==> config.mk <==
export PLATFORM = sky130hd
export DESIGN_NAME = branch_resolve_queue
export DESIGN_NICKNAME = d
export VERILOG_FILES = /design/src/rtl/branch_resolve_queue_pkg.sv /design/src/rtl/branch_resolve_queue_fifo.sv /design/src/rtl/branch_resolve_queue.sv
export SDC_FILE = /design/constraint.sdc
export NUM_CORES = 1
export LEC_CHECK = 0
export ABC_AREA = 1
export ABC_CLOCK_PERIOD_IN_PS = 11500
export CORE_ASPECT_RATIO = 1.1
export CORE_MARGIN = 4
export CORE_UTILIZATION = 50
export CTS_CLUSTER_SIZE = 24
export DETAILED_ROUTE_END_ITERATION = 16
export PLACE_DENSITY = 0.73
export SYNTH_ARGS = -nofsm -noshare
export SYNTH_HDL_FRONTEND = slang
export SYNTH_SLANG_ARGS = --single-unit
==> constraint.sdc <==
create_clock -name clk -period 11.5 [get_ports clk]
set_input_delay 2.3 -clock clk [delete_from_list [all_inputs] [get_ports clk]]
set_output_delay 2.3 -clock clk [all_outputs]
set_load 0.005 [all_outputs]
==> src/rtl/branch_resolve_queue_pkg.sv <==
// Shared types for the branch resolve queue: the queued prediction record,
// the FSM state and the fall-through step sizes.
package branch_resolve_queue_pkg;

  localparam logic [31:0] INSN_W4 = 32'd4;
  localparam logic [31:0] INSN_W2 = 32'd2;

  typedef struct packed {
    logic [31:0] pc;
    logic        compressed;
    logic        pred_taken;
    logic [31:0] pred_target;
  } brq_entry_t;

  typedef enum logic {
    RUN   = 1'b0,
    FLUSH = 1'b1
  } brq_state_e;

  // Sequential next PC of a queued instruction, wrapping at 32 bits.
  function automatic logic [31:0] fall_through(input brq_entry_t e);
    return e.pc + (e.compressed ? INSN_W2 : INSN_W4);
  endfunction

endpackage

==> src/rtl/branch_resolve_queue_fifo.sv <==
// Circular buffer of prediction records with push, pop and a whole-queue flush.
// Flush has priority over a same-cycle push or pop.
module brq_fifo
  import branch_resolve_queue_pkg::*;
#(
  parameter int DEPTH = 4
) (
  input  logic                       clk,
  input  logic                       rst,
  input  logic                       i_push,
  input  logic                       i_pop,
  input  logic                       i_flush,
  input  brq_entry_t                 i_data,
  output brq_entry_t                 o_head,
  output logic [$clog2(DEPTH):0]     o_count,
  output logic                       o_full,
  output logic                       o_empty
);

  localparam int PTR_W = $clog2(DEPTH);

  brq_entry_t         r_mem [DEPTH];
  logic [PTR_W-1:0]   r_wrPtr;
  logic [PTR_W-1:0]   r_rdPtr;
  logic [PTR_W:0]     r_count;

  always_ff @(posedge clk) begin
    if (i_push) begin
      r_mem[r_wrPtr] <= i_data;
    end
  end

  // Pointers wrap naturally because DEPTH is a power of two.
  always_ff @(posedge clk) begin
    if (rst || i_flush) begin
      r_wrPtr <= '0;
      r_rdPtr <= '0;
      r_count <= '0;
    end else begin
      if (i_push) r_wrPtr <= r_wrPtr + 1'b1;
      if (i_pop)  r_rdPtr <= r_rdPtr + 1'b1;
      case ({i_push, i_pop})
        2'b10:   r_count <= r_count + 1'b1;
        2'b01:   r_count <= r_count - 1'b1;
        default: r_count <= r_count;
      endcase
    end
  end

  assign o_head  = r_mem[r_rdPtr];
  assign o_count = r_count;
  assign o_full  = (r_count == (PTR_W+1)'(DEPTH));
  assign o_empty = (r_count == '0);

endmodule

==> src/rtl/branch_resolve_queue.sv <==
// In-order queue of predictor lookups; resolves them against execute results,
// drives the predictor update port, redirects fetch and flushes on a mispredict.
module branch_resolve_queue
  import branch_resolve_queue_pkg::*;
#(
  parameter int DEPTH = 4,
  parameter int CNT_W = 16
) (
  input  logic              clk,
  input  logic              rst,
  input  logic              PushValid_i,
  input  logic [31:0]       PushPC_i,
  input  logic              PushCompressed_i,
  input  logic              PushPredTaken_i,
  input  logic [31:0]       PushPredTarget_i,
  output logic              PushReady_o,
  input  logic              ResolveValid_i,
  input  logic              ResolveIsBranch_i,
  input  logic              ResolveTaken_i,
  input  logic [31:0]       ResolveTarget_i,
  output logic              ResolveReady_o,
  output logic              miss_o,
  output logic              BranchTaken_o,
  output logic [31:0]       WriteAddr_o,
  output logic [31:0]       WriteTarget_o,
  output logic              Redirect_o,
  output logic [31:0]       RedirectPC_o,
  output logic [CNT_W-1:0]  MissCount_o,
  output logic              ErrUnderflow_o
);

  localparam int PTR_W = $clog2(DEPTH);

  brq_state_e      r_state;
  brq_entry_t      w_pushData;
  brq_entry_t      w_head;
  logic [PTR_W:0]  w_count;
  logic            w_full;
  logic            w_empty;
  logic            w_run;
  logic            w_pushFire;
  logic            w_popFire;
  logic            w_actualTaken;
  logic            w_targetDiff;
  logic            w_mispredict;
  logic            w_missFire;
  logic [31:0]     w_cleanTarget;
  logic [31:0]     w_redirectPC;

  assign w_run          = (r_state == RUN);
  assign PushReady_o    = !w_full && w_run;
  assign ResolveReady_o = !w_empty && w_run;
  assign w_pushFire     = PushValid_i && PushReady_o;
  assign w_popFire      = ResolveValid_i && ResolveReady_o;

  assign w_pushData = '{pc: PushPC_i, compressed: PushCompressed_i,
                        pred_taken: PushPredTaken_i, pred_target: PushPredTarget_i};

  // Targets are halfword aligned, so bit 0 never takes part in the compare.
  assign w_cleanTarget = ResolveTarget_i & 32'hFFFF_FFFE;
  assign w_actualTaken = ResolveIsBranch_i && ResolveTaken_i;
  assign w_targetDiff  = w_cleanTarget != (w_head.pred_target & 32'hFFFF_FFFE);

  always_comb begin
    w_mispredict = 1'b0;
    if (ResolveIsBranch_i && ResolveTaken_i)
      w_mispredict = !w_head.pred_taken || w_targetDiff;
    else
      w_mispredict = w_head.pred_taken;
  end

  assign w_missFire   = w_popFire && w_mispredict;
  assign w_redirectPC = w_actualTaken ? w_cleanTarget : fall_through(w_head);

  brq_fifo #(.DEPTH(DEPTH)) u_fifo (
    .clk     (clk),
    .rst     (rst),
    .i_push  (w_pushFire && !w_missFire),
    .i_pop   (w_popFire),
    .i_flush (w_missFire),
    .i_data  (w_pushData),
    .o_head  (w_head),
    .o_count (w_count),
    .o_full  (w_full),
    .o_empty (w_empty)
  );

  always_ff @(posedge clk) begin
    if (rst)
      r_state <= RUN;
    else if (w_missFire)
      r_state <= FLUSH;
    else
      r_state <= RUN;
  end

  // Strobes pulse for one cycle; data outputs hold until the next mispredict.
  always_ff @(posedge clk) begin
    if (rst) begin
      miss_o         <= 1'b0;
      Redirect_o     <= 1'b0;
      BranchTaken_o  <= 1'b0;
      WriteAddr_o    <= '0;
      WriteTarget_o  <= '0;
      RedirectPC_o   <= '0;
      MissCount_o    <= '0;
      ErrUnderflow_o <= 1'b0;
    end else begin
      miss_o     <= w_missFire;
      Redirect_o <= w_missFire;
      if (w_missFire) begin
        BranchTaken_o <= w_actualTaken;
        WriteAddr_o   <= w_head.pc;
        WriteTarget_o <= w_actualTaken ? w_cleanTarget : 32'h0;
        RedirectPC_o  <= w_redirectPC;
        if (MissCount_o != '1)
          MissCount_o <= MissCount_o + 1'b1;
      end
      if (ResolveValid_i && w_run && w_empty)
        ErrUnderflow_o <= 1'b1;
    end
  end

endmodule

# Yosys cells after proc, flatten, opt, wreduce, memory -nomap -nowiden
# Memories as Yosys holds them, arrays and structs flattened. A register that Yosys moved wholly into a read port is not among the register bits.
# Index checks and enable logic that the tools add are counted.
[word_totals]
ram_bits = 264
wordCells = 52
output_inout_bits = 118
ff_bits = 123
mem_count = 1
inputBits = 104
[mem_list]
columns = ["name", "words", "width", "rd", "rd_ports_with_merged_regs", "wr", "line", "rtl"]
rows = [
  ["u_fifo.r_mem", 4, 66, 1, 1, 1, "branch_resolve_queue_fifo.sv:22", "brq_entry_t r_mem [DEPTH];"],
]
[classes]
n_bitwise = 1
eq_ne = 5
reduce_logical = 18
mux = 10
n_addsub = 6
[op_table]
columns = ["cell", "count"]
rows = [
  ["two-way mux 32 bit", 2],
  ["adder 32 x 3 -> 32 bit", 1],
  ["!= test 31 bit", 1],
  ["adder 16 x 1 -> 16 bit, second input constant", 1],
  ["!= test 16 bit, second input constant", 1],
  ["logical AND 1 bit", 9],
  ["one-hot mux 3 bit (2 select lines)", 1],
  ["adder 2 x 1 -> 2 bit, second input constant", 2],
  ["zero test 1 bit", 4],
  ["two-way mux 1 bit", 4],
  ["two-way mux 2 bit", 2],
  ["adder 3 x 1 -> 3 bit, second input constant", 1],
  ["== test 3 bit, second input constant", 1],
  ["zero test 3 bit", 1],
  ["two-way mux 3 bit", 1],
  ["subtractor 3 x 1 -> 3 bit, second input constant", 1],
  ["== test 2 x 1 -> 1 bit, second input constant", 1],
  ["== test 2 bit, second input constant", 1],
  ["logical OR 1 bit", 2],
  ["AND reduction 2 bit", 1],
  ["nonzero test 2 bit", 1],
  ["inverter 1 bit", 1],
]

# Logic depth before layout (Yosys ltp)
[logic_depth]
word_depth = 9
depth_mapped = 24
ltp_nobuf = 21

# By module
# A second synthesis with hierarchy kept.
[unflattened]
hier_cells = 1759
hier_area_um2 = 17421.7
[modules_own_cells]
columns = ["module", "seq_area_each_um2", "area_per_inst_um2", "cells_per_inst", "instances"]
rows = [
  ["brq_fifo", 8107.8, 10831.6, 698, 1],
  ["branch_resolve_queue", 2282.2, 6590.1, 1061, 1],
]

# Worst setup path before layout
# OpenSTA, ideal clock, no wires.
[synth_path]
kind = "input to register"
startpoint = "input ResolveIsBranch_i"
endpoint = "memory u_fifo.r_mem[0][10] (netlist name) (enable)"
path_slack_ns = 5.026
path_buffers = 1
setup_time_ns = 0.488
t_required_ns = 11.012
t_arrival_ns = 5.986
cell_stages = 11
cell_sequence = "nand2_1 -> nor2_1 -> nand2_1 -> nor2_1 -> nand3_1 -> nor2_1 -> nand2_1 -> nand2_1 -> buf_4 -> nand2_1 -> nor2_1"
[synth_via]
elab_chain_cells = 7
[synth_lines]
columns = ["element", "line", "rtl"]
rows = [
  ["from (decl)", "branch_resolve_queue.sv:18", "input logic ResolveIsBranch_i,"],
  ["logical AND 1 bit", "branch_resolve_queue.sv:66", "if (ResolveIsBranch_i && ResolveTaken_i)"],
  ["two-way mux 1 bit", "branch_resolve_queue.sv:66", ""],
  ["logical AND 1 bit", "branch_resolve_queue.sv:72", "assign w_missFire = w_popFire && w_mispredict;"],
  ["zero test 1 bit", "branch_resolve_queue.sv:78", ".i_push (w_pushFire && !w_missFire),"],
  ["logical AND 1 bit", "branch_resolve_queue.sv:78", ""],
  ["two-way mux 1 bit", "branch_resolve_queue_fifo.sv:28", "if (i_push) begin"],
  ["two-way mux 1 bit (implied by the code)", "branch_resolve_queue_fifo.sv:29", "r_mem[r_wrPtr] <= i_data;"],
  ["to (decl)", "branch_resolve_queue_fifo.sv:22", ""],
]
# No other way between the ends.

# Worst setup path after layout
[layout_path]
startpoint = "input ResolveIsBranch_i"
endpoint = "memory u_fifo.r_mem[0][61] (netlist name) (enable)"
# The elaborated chain is that of the path after synthesis.

==> flow_metrics.env <==
export IMPL_postSynthCellCount=1859
export IMPL_place_hpwl_mm=31.0
export IMPL_cts_clk_slew_worst_paths_ns=0.06
export IMPL_grt_total_usage_pct=24.6
export IMPL_synth_nets=1973
export IMPL_post_route_drc_count=0
export IMPL_cts_tree="done"
export IMPL_h_tree_depth=2
export IMPL_cts_resized=0
export IMPL_totalWireLength_mm=46.8
export IMPL_cts_root_buf="clkbuf_16"
export IMPL_p_sw_uw=1430
export IMPL_grt_pass1_wl_mm=70.9
export IMPL_layout_drive_gt1_share_pct=5.01
export IMPL_viasPerCell=5.34
export IMPL_grt_max_degree=93
export IMPL_hold_class="register to register"
export IMPL_finish_net_count=2159
export IMPL_internal_power_uw=2850
export IMPL_switching_share_pct=33.4
export IMPL_max_slew_worst_pin_slew_ns=1.11
export IMPL_yosys_top_cells_area="edfxtp_1 46%, nand2_1 15%, dfxtp_1 15%"
export IMPL_worstSetupEndpointType="register"
export IMPL_yosysUniqueCellTypes=39
export IMPL_synth_edf_count=260
export IMPL_leakage_uw=0.00852
export IMPL_yosysSeqAreaShare_pct=60.9
export IMPL_seq_power_share_pct=42.2
export IMPL_p_clk_share_pct=29.2
export IMPL_ys_seq_elements=383
export IMPL_netlist_area_mm2=0.0169
export IMPL_num_rows=70
export IMPL_period_needed_ns=6.54
export IMPL_final_hold_viol_count=0
export IMPL_multi_input_area_mm2=0.00544
export IMPL_post_cts_buffers=0
export IMPL_fin_util_pct=61.6
export IMPL_cp_start_kind="primary input"
export IMPL_crit_fanout=37
export IMPL_clockBufferDepth=3
export IMPL_p_per_area_mw_per_mm2=209
export IMPL_slew_headroom_pct=26.2
export IMPL_synth_top_area_share_pct=46.3
export IMPL_tns_ns=0
export IMPL_initial_core_util_pct=50.7
export IMPL_required_ns=11.64
export IMPL_clkSinkCount=383
export IMPL_io_pins=222
export IMPL_overflow=0
export IMPL_first_iter_violations=1052
export IMPL_gp_congestion=0.866
export IMPL_setup_viol=0
export IMPL_fill_cells=2793
export IMPL_grt_pass1_vias=12858
export IMPL_fmax_mhz=153
export IMPL_power_uw=4280
export IMPL_postRouteAntennaNets=0
export IMPL_die_area_mm2=0.0367
export IMPL_outcome="finished, final reports clean"
export IMPL_synth_async_reset_ratio_pct=0
export IMPL_rsz0062_at_grt="no"
export IMPL_port_buffers=218
export IMPL_placed_area_mm2=0.0192
export IMPL_syn_area_per_cell_um2=9.07
export IMPL_ff_latch_area_mm2=0.0103
export IMPL_ir_worst_vdd_uv=133
export IMPL_hold_buffers=0
export IMPL_power_frac_comb_pct=28.6
export IMPL_post_route_period_util_pct=56.8
export IMPL_criticalPathCategory="primary input to register"
export IMPL_crit_arrival_ns=6.68
export IMPL_dr_pass1_iters=5
export IMPL_ys_warn_count=0
export IMPL_cts_buffers=39
export IMPL_clk_insertion_delay_late_ns=0.52
export IMPL_die_h_um=201
export IMPL_skew_ns=0.0184
export IMPL_stdcell_area_mm2=0.0205
export IMPL_vias=13384
export IMPL_synth_flop_cell="edfxtp_1"
export IMPL_area_growth_pct=21.5
export IMPL_avgRoutedWirePerCell_um=18.7
export IMPL_die_width_um=183
export IMPL_core_area_mm2=0.0333
export IMPL_maxSlewViolCount=0
export IMPL_antenna_found_initial=1
export IMPL_cap_violations=0
export IMPL_synth_top_cell_by_area="edfxtp_1"
export IMPL_holdWs_ns=0.468
worst paths after layout:
path	from	end	slack, ns	depth (start not counted)
worst min-delay path	WriteAddr_o[25]	WriteAddr_o[25]	0.47	2
worst max register to register	register	u_fifo.r_mem[0][61]	5.29	15
worst max-delay path	ResolveIsBranch_i	u_fifo.r_mem[0][61]	4.96	13
worst min register to register	WriteAddr_o[25]	WriteAddr_o[25]	0.47	2
sequential cells by signal, indices dropped and copies added, names as in the netlist, named ones only:
register and count:
BranchTaken_o 1, ErrUnderflow_o 1, MissCount_o 16, RedirectPC_o 32, WriteAddr_o 32, WriteTarget_o 31
r_state 1, u_fifo.o_count 3, u_fifo.r_mem 260, u_fifo.r_rdPtr 2, u_fifo.r_wrPtr 2
critical path: stages:
cell and delay, ns:
clkdlybuf4s50_1 0.46, nand2_1 0.05, buf_4 0.28, nor2_1 0.16, nand2_1 0.06, nor2_1 0.13
nand3_1 0.09, nor2_1 0.25, nand2_1 0.55, nand2_4 0.40, nand2_1 0.32, nor2_4 0.89
buf_4 0.67
Yosys cell counts (3+ instances only):
library cell	number
buf_6	10
and2_1	3
nand2_1	658
edfxtp_1	260
nand2_2	7
clkbuf_1	19
clkinv_1	3
xnor2_1	8
ha_1	8
nor2_1	114
xor2_1	19
inv_1	176
nand3_1	294
buf_4	13
o21ai_0	10
nand3b_1	3
nor4_1	4
dfxtp_1	123
buf_2	40
nor2_2	9
a21oi_1	23
nor3_1	6
o22ai_1	3
nand4_1	21
area by class of cell:
| type | count | share of cell area (%) |
|---|---|---|
| repair buffers | 231 | 11.1 |
| flip-flops and latches | 383 | 50.1 |
| inverters | 181 | 3.34 |
| multi-input cells | 1209 | 26.5 |
| well taps | 432 | 2.64 |
| clock inverters | 20 | 1.07 |
| diodes | 1 | 0.0122 |
| clock buffers | 50 | 5.16 |
power groups by stage:
| stage | clock network, uW | logic [uW] | registers, uW |
|---|---|---|---|
| 6_report | 1250 | 1230 | 1810 |
| 2_1_floorplan | 0 | 811 | 1800 |
| 5_1_grt | 1330 | 1360 | 1830 |
| 3_5_place_dp | 0 | 1220 | 1840 |
| 4_1_cts | 1270 | 1230 | 1810 |
| 3_3_place_gp | 0 | 1190 | 1830 |
layer usage:
layer  share of wire, %  up-vias  global-route usage (%)
li1                   -     6445                       -
met1                 40     6284                    32.4
met2                 47      557                    40.6
met3                8.0       98                    4.46
met4                4.1        0                    9.85
met5                  0        -                       0
placed cells by master, fill, tap and decap left out, drive strengths merged:
| master | count |
|---|---|
| nand2 | 665 |
| nand3 | 296 |
| edfxtp | 260 |
| clkdlybuf4s50 | 218 |
| inv | 183 |
| nor2 | 125 |
| dfxtp | 123 |
| clkbuf | 50 |
| a21oi | 23 |
| nand4 | 21 |
| xor2 | 19 |
| buf | 13 |
| clkinv | 12 |
| o21ai | 10 |
| xnor2 | 8 |
| ha | 8 |
| nor3 | 6 |
| nor4 | 4 |
| bufinv | 4 |
| o22ai | 3 |
| and2 | 3 |
| nand3b | 3 |
| nor3b | 2 |
| o211ai | 2 |
| or2 | 2 |
| a32oi | 2 |
| fa | 2 |
| clkinvlp | 2 |
| diode | 1 |
| or4 | 1 |
| o21bai | 1 |
| o31ai | 1 |
| a31oi | 1 |
| conb | 1 |
cell families (layout without fill, tap and decap cells):
| kind of cell | Yosys count | after routing | share of synthesized area (%) |
|---|---|---|---|
| xor gates and xnor gates | 27 | 27 | 1.40 |
| adders and majority gates | 10 | 10 | 0.831 |
| DFF | 383 | 383 | 60.9 |
| other | 1 | 2 | 0.0222 |
| AOI/OAI and AO/OA | 43 | 43 | 1.41 |
| and+or+nand+nor | 1128 | 1128 | 28.3 |
| buffers and inverters | 267 | 482 | 7.14 |
per-stage QoR:
stage	setup WS, ns	cells
5_1_grt	4.71	2507
4_1_cts	4.96	2506
3_3_place_gp	4.47	2436
2_1_floorplan	5.03	1859
6_report	4.96	2507
3_5_place_dp	4.43	2436
No activity file was read; power rests on OpenSTA's default activity.
